`config.mk`:
```
export PLATFORM = sky130hd
export DESIGN_NAME = pipeline_ctrl
export DESIGN_NICKNAME = d
export VERILOG_FILES = /design/src/rtl/pipeline_ctrl_pkg.sv /design/src/rtl/sat_counter.sv /design/src/rtl/pipeline_ctrl.sv
export SDC_FILE = /design/constraint.sdc
export NUM_CORES = 1
export LEC_CHECK = 0
export CAP_MARGIN = 20
export CORE_MARGIN = 2
export CORE_UTILIZATION = 45
export CTS_CLUSTER_SIZE = 24
export DETAILED_ROUTE_END_ITERATION = 16
export GPL_ROUTABILITY_DRIVEN = 0
export PLACE_DENSITY = 0.83
export SKIP_CTS_REPAIR_TIMING = 1
export SLEW_MARGIN = 20
export SYNTH_ARGS = -nofsm -noshare
export SYNTH_HDL_FRONTEND = slang
export SYNTH_SLANG_ARGS = --single-unit
```
`constraint.sdc`:
```
create_clock -name clk -period 1.65 [get_ports clk]
set_input_delay 0.165 -clock clk [delete_from_list [all_inputs] [get_ports clk]]
set_output_delay 0.165 -clock clk [all_outputs]
set_load 0.02 [all_outputs]
```
`src/rtl/pipeline_ctrl_pkg.sv`:
```
// pipeline_ctrl_pkg: FSM state encoding and default parameters for pipeline_ctrl
package pipeline_ctrl_pkg;
  typedef enum logic [1:0] {RUN = 2'd0, JMP_PEND = 2'd1, TRAP_DRAIN = 2'd2, TRAP_ACK = 2'd3} state_t;
  localparam int DEF_STALL_LIMIT = 64;
  localparam int DEF_CNT_W = 32;
endpackage

```
`src/rtl/sat_counter.sv`:
```
// sat_counter: up-counter that holds at all-ones instead of wrapping
// ports: clk, rst (async, active-low), en (count this cycle), q (count value)
module sat_counter #(
  parameter int W = 32
) (
  input  logic         clk,
  input  logic         rst,
  input  logic         en,
  output logic [W-1:0] q
);
  always_ff @(posedge clk or negedge rst)
    if (!rst) q <= '0;
    else if (en && !(&q)) q <= q + 1'b1;
endmodule

```
`src/rtl/pipeline_ctrl.sv`:
```
// pipeline_ctrl: hazard/flow controller producing flush, stall and memory-freeze controls
// ports: clk, rst (async, active-low); decode read-valid, exec jump, imem/dmem wait and trap
// request inputs; trap_ack, flush_front, flush_all, stall, mem_wait, hang_err and the
// saturating stall_cnt / flush_cnt statistics outputs
module pipeline_ctrl
  import pipeline_ctrl_pkg::*;
#(
  parameter int STALL_LIMIT = DEF_STALL_LIMIT,
  parameter int CNT_W = DEF_CNT_W
) (
  input  logic             clk,
  input  logic             rst,
  input  logic             dec_valid,
  input  logic             dec_a_rvalid,
  input  logic             dec_b_rvalid,
  input  logic             exec_jmp,
  input  logic             imem_wait,
  input  logic             dmem_wait,
  input  logic             trap_req,
  output logic             trap_ack,
  output logic             flush_front,
  output logic             flush_all,
  output logic             stall,
  output logic             mem_wait,
  output logic             hang_err,
  output logic [CNT_W-1:0] stall_cnt,
  output logic [CNT_W-1:0] flush_cnt
);
  localparam int RW = $clog2(STALL_LIMIT + 1);
  localparam logic [RW-1:0] LIM = RW'(STALL_LIMIT);
  state_t state, state_nx;
  logic trap_take, jmp_flush;
  logic [RW-1:0] run;
  // every control except mem_wait is gated by rst so it reads 0 while reset is held
  always_comb begin
    mem_wait = imem_wait | dmem_wait;
    trap_take = rst && trap_req && (state == RUN || state == JMP_PEND);
    jmp_flush = rst && !trap_take && !mem_wait && (state == JMP_PEND || (state == RUN && exec_jmp));
    flush_all = trap_take || (rst && (state == TRAP_DRAIN || state == TRAP_ACK));
    flush_front = flush_all || jmp_flush;
    stall = rst && state == RUN && !trap_req && !exec_jmp && !mem_wait && dec_valid && !(dec_a_rvalid && dec_b_rvalid);
    trap_ack = rst && state == TRAP_ACK;
    state_nx = trap_take ? TRAP_DRAIN
             : state == RUN ? (exec_jmp && mem_wait ? JMP_PEND : RUN)
             : state == JMP_PEND ? (mem_wait ? JMP_PEND : RUN)
             : state == TRAP_DRAIN ? (dmem_wait ? TRAP_DRAIN : TRAP_ACK) : RUN;
  end
  always_ff @(posedge clk or negedge rst)
    if (!rst) begin
      state <= RUN;
      run <= '0;
      hang_err <= 1'b0;
    end else begin
      state <= state_nx;
      run <= !stall ? '0 : run == LIM ? run : run + 1'b1;
      hang_err <= hang_err || run == LIM;
    end
  sat_counter #(.W(CNT_W)) u_stall_cnt (.clk(clk), .rst(rst), .en(stall), .q(stall_cnt));
  sat_counter #(.W(CNT_W)) u_flush_cnt (.clk(clk), .rst(rst), .en(jmp_flush), .q(flush_cnt));
endmodule
```
==> flow_summary.json, run 1 <==
{
  "finish.cell_count_without_fillers": 614,
  "effective_utilization_at_floorplan_pct": 46.8,
  "slew_headroom_pct": 51.1,
  "antenna_diode_count": 0,
  "setup.worst_path.start_class": "register",
  "worst_pin_slew_ps": 734,
  "holdCritPathClass": "input port to asynchronous set/reset pin",
  "vias_per_cell": 5.52,
  "synth.distinct_cells": 39,
  "count_of_final_max_slew_check_failures": 0,
  "globalRouteOverflowTotal": 0,
  "timing.setup.critical_path_class": "register to register",
  "h_tree_levels": 3,
  "tritoncts_clock_tree": "yes",
  "layout.cell_area.non_filler_sq_mm": 0.00591,
  "synthDominantCellAreaShare_pct": 51.0,
  "tritoncts.num_buffers": 9,
  "hold_viol_final": 0,
  "power.density_mw_per_mm2": 679,
  "final_antenna_net_count": 0,
  "synth_enable_flop_cells": 0,
  "grt_pass1_wl_microns": 15000,
  "timing.final.setup_violations": 49,
  "clock-skew-final_ps": 10.4,
  "routed-via-count": 3391,
  "drc": 0,
  "place_hpwl_microns": 6850,
  "critical_path_peak_fanout": 13,
  "insertion_delay_ps": 350,
  "worst-r2r-setup-slack_ps": -170,
  "cts.root.buffer_cell": "sky130_fd_sc_hd__clkbuf_8",
  "post_synth.cell_area_avg_sq_um": 10.9,
  "post_route_cells_drive_above_1_share_pct": 41.4,
  "max_freq_ghz": 0.549,
  "fin_tns_setup_ps": -4150,
  "final.setup.worst_slack_ps": -173,
  "first_global_vias": 3190,
  "yosys_register_bits": 74,
  "synth_async_sr_flop_share_pct": 100,
  "io_buffer_count": 78,
  "i_o_pin_count": 79,
  "dp_worst_setup_slack_ps": -526,
  "postRouteWirelength_microns": 10600,
  "leakagePower_uw": 0.00281,
  "die_x_extent_microns": 93.9,
  "postSynth.topFlopCell": "sky130_fd_sc_hd__dfrtp_1",
  "synth_largest_area_cell": "sky130_fd_sc_hd__dfrtp_1",
  "drt-initial-drc-count": 190,
  "drtPass1Iterations": 4,
  "layout.cells.most_common_list": "sky130_fd_sc_hd__buf_4 (79), sky130_fd_sc_hd__clkdlybuf4s50_1 (60), sky130_fd_sc_hd__xnor2_1 (52)",
  "area_overhead_vs_synth_pct": 62.7,
  "cap_violations": 0,
  "placementRows": 32,
  "cts.reportedPaths.clkPinSlew_ps": 80,
  "largest_net_degree_at_the_start_of_global_routing": 61,
  "die_area_sq_mm": 0.00881,
  "synthesis.instances": 334,
  "r2r_cells": 5,
  "post_synth_main_area_contributors": "sky130_fd_sc_hd__dfrtp_1 (51%), sky130_fd_sc_hd__xnor2_1 (14%), sky130_fd_sc_hd__nand4_1 (5.2%)",
  "synth_fp_nets": 347,
  "cp_data_required_time_ps": 1880,
  "rsz0062_at_grt": "yes",
  "die_h_microns": 93.9,
  "design.core.area_sq_mm": 0.00777,
  "post-place-cells": 588,
  "failing_checks": "setup timing",
  "post-layout-total-power_uw": 4020,
  "run_status": "finished with violations",
  "critPathLaunch": "state[1]$_DFF_PN0_",
  "worst_r2r_startpoint": "state[1]$_DFF_PN0_",
  "synth-seq-area-share_pct": 51.0,
  "yosys_warnings": 0,
  "cp-end-kind": "register",
  "clk_path_buf_depth": 2,
  "area_post_placement_sq_mm": 0.00529,
  "layout_commonest_cell": "sky130_fd_sc_hd__buf_4",
  "arrival_ps": 2050,
  "worst_vdd_ir_uv": 457,
  "global_route.usage.total_pct": 21.7,
  "routed_wire_length_per_instance_microns": 17.3,
  "post-route-period-util_pct": 110,
  "cts_sinks": 74,
  "grt_antenna_before_repair": 0,
  "crit-reg2reg-capture": "u_stall_cnt.q[1]$_DFFE_PN0P_",
  "finalCriticalPeriod_ps": 1820,
  "final_net_count": 520,
  "synth_area_sq_mm": 0.00363
}
-- layer usage --
metal	vias up	global-route usage [%]	part of all wire, %	routed length, microns
li1	1550	-	-	-
met1	1674	27.8	40	4270
met2	140	37.0	52	5550
met3	27	2.97	5.3	566
met4	0	8.70	2.3	246
met5	-	0	0	0
-- metrics by stage --
step                hold WS [ps]  utilization (%)
finish                       179             76.1
global route                 241             76.1
CTS                         -197             70.5
detailed placement           172             68.1
global placement             179             68.1
floorplan                   -131                -
-- synth_stat cells, drive strengths merged (5+ instances only) --
| master | number |
|---|---|
| buf | 5 |
| dfrtp | 74 |
| nor2 | 17 |
| and4 | 8 |
| and2 | 5 |
| nand3 | 27 |
| nand4 | 32 |
| xnor2 | 59 |
| inv | 5 |
| nor3 | 9 |
| nand2 | 26 |
| and3 | 23 |
| xor2 | 7 |
-- flip-flops by register name, indices dropped and copies added, names as in the netlist --
name	flops
run	7
u_flush_cnt.q	32
hang_err	1
state	2
u_stall_cnt.q	32
-- where the power goes --
part	switching (uW)	internal (uW)
registers	69.6	1890
logic	328	340
clock network	652	738
-- cell type report --
cell class                 instances  area [sq um]
fill                             478          1860
inverter                           5          18.8
clock buffer                      13           149
sequential                        74          1900
multi-input combinational        246          2090
tap                              102           128
timing repair buffer             171          1590
clock inverter                     3          40.0
-- critical path: stages, from the launching register on --
cell and delay [ps]:
sky130_fd_sc_hd__dfrtp_1 420, sky130_fd_sc_hd__nor3b_4 280, sky130_fd_sc_hd__nand4_4 210, sky130_fd_sc_hd__a41oi_4 310, sky130_fd_sc_hd__buf_12 180, sky130_fd_sc_hd__mux2_4 300
-- worst max-delay path by stage --
| stage | end | slack (ps) |
|---|---|---|
| floorplan | u_stall_cnt.q[24]$_DFFE_PN0P_ | -120 |
| global placement | stall | -400 |
| detailed placement | u_stall_cnt.q[30]$_DFFE_PN0P_ | -530 |
| CTS | stall | -580 |
| global route | u_stall_cnt.q[13]$_DFFE_PN0P_ | -270 |
| finish | u_stall_cnt.q[1]$_DFFE_PN0P_ | -170 |
-- kinds of logic (layout without fill, tap and decap cells) --
family	Yosys count	in the layout	synth area share (%)
AO/OA/AOI/OAI	14	14	3.75
XOR/XNOR	66	66	15.9
adder cells (fa/ha/maj)	4	4	1.38
buffers and inverters	14	192	1.82
flip-flops	74	74	51.0
multiplexers	2	2	0.620
AND/OR/NAND/NOR	160	160	25.6
(Power assumes the default switching activity.)
==> inputs of run 2 (changes only) <==
--- a/config.mk
+++ b/config.mk
@@ -13,7 +13,8 @@
 export GPL_ROUTABILITY_DRIVEN = 0
 export PLACE_DENSITY = 0.83
 export SKIP_CTS_REPAIR_TIMING = 1
-export SLEW_MARGIN = 20
+export SLEW_MARGIN = 10
 export SYNTH_ARGS = -nofsm -noshare
 export SYNTH_HDL_FRONTEND = slang
+export SYNTH_HIERARCHICAL = 1
 export SYNTH_SLANG_ARGS = --single-unit
==> flow_summary.json, run 2 <==
{
  "run_status": "finished with violations",
  "failing_checks": "setup timing",
  "die_area_sq_mm": 0.00883,
  "synth_area_sq_mm": 0.00364,
  "dp_worst_setup_slack_ps": -853,
  "yosys_register_bits": 74,
  "synth.distinct_cells": 49,
  "synth_async_sr_flop_share_pct": 100,
  "cp_data_required_time_ps": 1920,
  "die_h_microns": 94.0,
  "antenna_diode_count": 0,
  "routed-via-count": 3558,
  "die_x_extent_microns": 94.0,
  "largest_net_degree_at_the_start_of_global_routing": 75,
  "synth-seq-area-share_pct": 50.8,
  "drtPass1Iterations": 4,
  "postRouteWirelength_microns": 11600,
  "cts_sinks": 74,
  "cp-end-kind": "register",
  "i_o_pin_count": 79,
  "io_buffer_count": 78,
  "timing.setup.critical_path_class": "register to register",
  "clock-skew-final_ps": 11.5,
  "final_net_count": 552,
  "worst_pin_slew_ps": 935,
  "critical_path_peak_fanout": 4,
  "arrival_ps": 2520,
  "drc": 0,
  "post-route-period-util_pct": 136,
  "first_global_vias": 3526,
  "slew_headroom_pct": 37.7,
  "clk_path_buf_depth": 2,
  "synth_fp_nets": 351,
  "holdCritPathClass": "input port to asynchronous set/reset pin",
  "cts.root.buffer_cell": "sky130_fd_sc_hd__clkbuf_8",
  "cts.reportedPaths.clkPinSlew_ps": 80,
  "worst-r2r-setup-slack_ps": -600,
  "biggestRegsByFlops": "u_flush_cnt/q x32, u_stall_cnt/q x32, run x7",
  "r2r_cells": 9,
  "timing.critical_path.cells": "nor4b_4, nand3_2, inv_4, and4_4, nand4_1, buf_4, a211oi_4, buf_4, xor2_1",
  "cap_violations": 0,
  "crit-reg2reg-capture": "u_stall_cnt/q[24]$_DFFE_PN0P_",
  "tritoncts.num_buffers": 9,
  "synthDominantCellAreaShare_pct": 50.8,
  "post_synth.cell_area_avg_sq_um": 10.8,
  "synth_top_cells_by_count": "sky130_fd_sc_hd__dfrtp_1 (74), sky130_fd_sc_hd__xnor2_1 (46), sky130_fd_sc_hd__nand3_1 (35)",
  "place_hpwl_microns": 7210,
  "grt_pass1_wl_microns": 16200,
  "power.density_mw_per_mm2": 651,
  "yosys_warnings": 6,
  "synth_largest_area_cell": "sky130_fd_sc_hd__dfrtp_1",
  "effective_utilization_at_floorplan_pct": 46.9,
  "global_route.usage.total_pct": 23.3,
  "count_of_final_max_slew_check_failures": 0,
  "design.core.area_sq_mm": 0.00777,
  "layout.cells.most_common_list": "sky130_fd_sc_hd__buf_4 (97), sky130_fd_sc_hd__dfrtp_1 (46), sky130_fd_sc_hd__dlymetal6s2s_1 (39)",
  "postSynth.topFlopCell": "sky130_fd_sc_hd__dfrtp_1",
  "finalCriticalPeriod_ps": 2250,
  "drt-initial-drc-count": 138,
  "h_tree_levels": 3,
  "routed_wire_length_per_instance_microns": 18.0,
  "post-place-cells": 612,
  "placementRows": 32,
  "num-fill-cells": 462,
  "final_antenna_net_count": 0,
  "grt_antenna_before_repair": 0,
  "max_freq_ghz": 0.445,
  "critical-path-top-cell-by-count": "sky130_fd_sc_hd__buf_4",
  "worst_vdd_ir_uv": 611,
  "globalRouteOverflowTotal": 0,
  "vias_per_cell": 5.51,
  "cp_slowest_stage_delay_ps": 430,
  "leakagePower_uw": 0.00338,
  "worst_r2r_startpoint": "state[1]$_DFF_PN0_",
  "synthesis.instances": 338,
  "fin_worst_hold_slack_ps": 148,
  "area_overhead_vs_synth_pct": 71.4,
  "setup.worst_path.start_class": "register",
  "yosys.cell_count.top_type": "sky130_fd_sc_hd__dfrtp_1",
  "tritoncts_clock_tree": "yes",
  "final.setup.worst_slack_ps": -599,
  "hold_viol_final": 0,
  "post_route_cells_drive_above_1_share_pct": 45.8,
  "synth_enable_flop_cells": 0,
  "insertion_delay_ps": 350,
  "finish.cell_count_without_fillers": 646,
  "crit_path_top_delay_cell": "sky130_fd_sc_hd__dfrtp_1",
  "timing.final.setup_violations": 67,
  "layout_commonest_cell": "sky130_fd_sc_hd__buf_4",
  "rsz0062_at_grt": "yes",
  "post_synth_main_area_contributors": "sky130_fd_sc_hd__dfrtp_1 (51%), sky130_fd_sc_hd__xnor2_1 (11%), sky130_fd_sc_hd__nand3_1 (4.8%)"
}
==> run 2: cell type report <==
class                   instances  area (sq um)  share of cell area (%)
clock buffers                  12           165                    2.65
clock inverters                 4          25.0                   0.401
inverters                       5          21.3                   0.341
multi-input cells             259          2240                    35.8
flip-flops and latches         74          1890                    30.2
well taps                     102           128                    2.04
repair buffers                190          1780                    28.5
==> run 2: worst max-delay path by stage <==
| stage | from | end | slack [ps] | depth (start not counted) |
|---|---|---|---|---|
| 3_5_place_dp | imem_wait | u_flush_cnt/q[25]$_DFFE_PN0P_ | -850 | 9 |
| 2_1_floorplan | state[1]$_DFF_PN0_ | u_stall_cnt/q[12]$_DFFE_PN0P_ | -460 | 8 |
| 3_3_place_gp | dmem_wait | u_flush_cnt/q[21]$_DFFE_PN0P_ | -780 | 9 |
| 4_1_cts | state[1]$_DFF_PN0_ | u_flush_cnt/q[25]$_DFFE_PN0P_ | -600 | 8 |
| 6_report | state[1]$_DFF_PN0_ | u_stall_cnt/q[24]$_DFFE_PN0P_ | -600 | 9 |
| 5_1_grt | state[1]$_DFF_PN0_ | u_stall_cnt/q[22]$_DFFE_PN0P_ | -720 | 8 |
==> run 2: worst max-delay path, delay by kind of cell (launching register included) <==
| kind | cells | cell delay, ps |
|---|---|---|
| AO/OA/AOI/OAI | 1 | 260 |
| XOR/XNOR | 1 | 150 |
| buffers and inverters | 3 | 450 |
| flip-flops | 1 | 430 |
| AND/OR/NAND/NOR | 4 | 870 |
==> run 2: layer usage <==
metal | vias up | wire, microns | track usage (%)
li1 | 1636 | - | -
met1 | 1788 | 4640 | 29.5
met2 | 110 | 6190 | 41.0
met3 | 24 | 507 | 4.65
met4 | 0 | 285 | 5.92
met5 | - | 0 | 0
==> run 2: logic make-up after synthesis <==
| family | share of synthesized area, % |
|---|---|
| fa+ha+maj | 1.37 |
| buf+inv | 0.515 |
| xor+xnor | 14.2 |
| simple gates | 26.2 |
| compound gates | 5.81 |
| mux | 1.03 |
| flops | 50.8 |
==> run 2: through the flow <==
stage / TNS [ps] / util [%] / cell area, sq um / power, uW
after CTS: -24660 / 72.6 / 5640 / 3980
after floorplan: -14780 / - / 3840 / 2250
after global placement: -36940 / 70.2 / 5450 / 2620
after detailed placement: -40460 / 70.2 / 5450 / 2640
after global routing: -32080 / 80.3 / 6240 / 4220
final: -26380 / 80.3 / 6240 / 4060
==> run 2: power by group <==
group	switching, uW	total, uW	internal [uW]
clock network	696	1360	665
registers	84.4	1980	1890
logic	359	722	364
total	1140	4060	2920
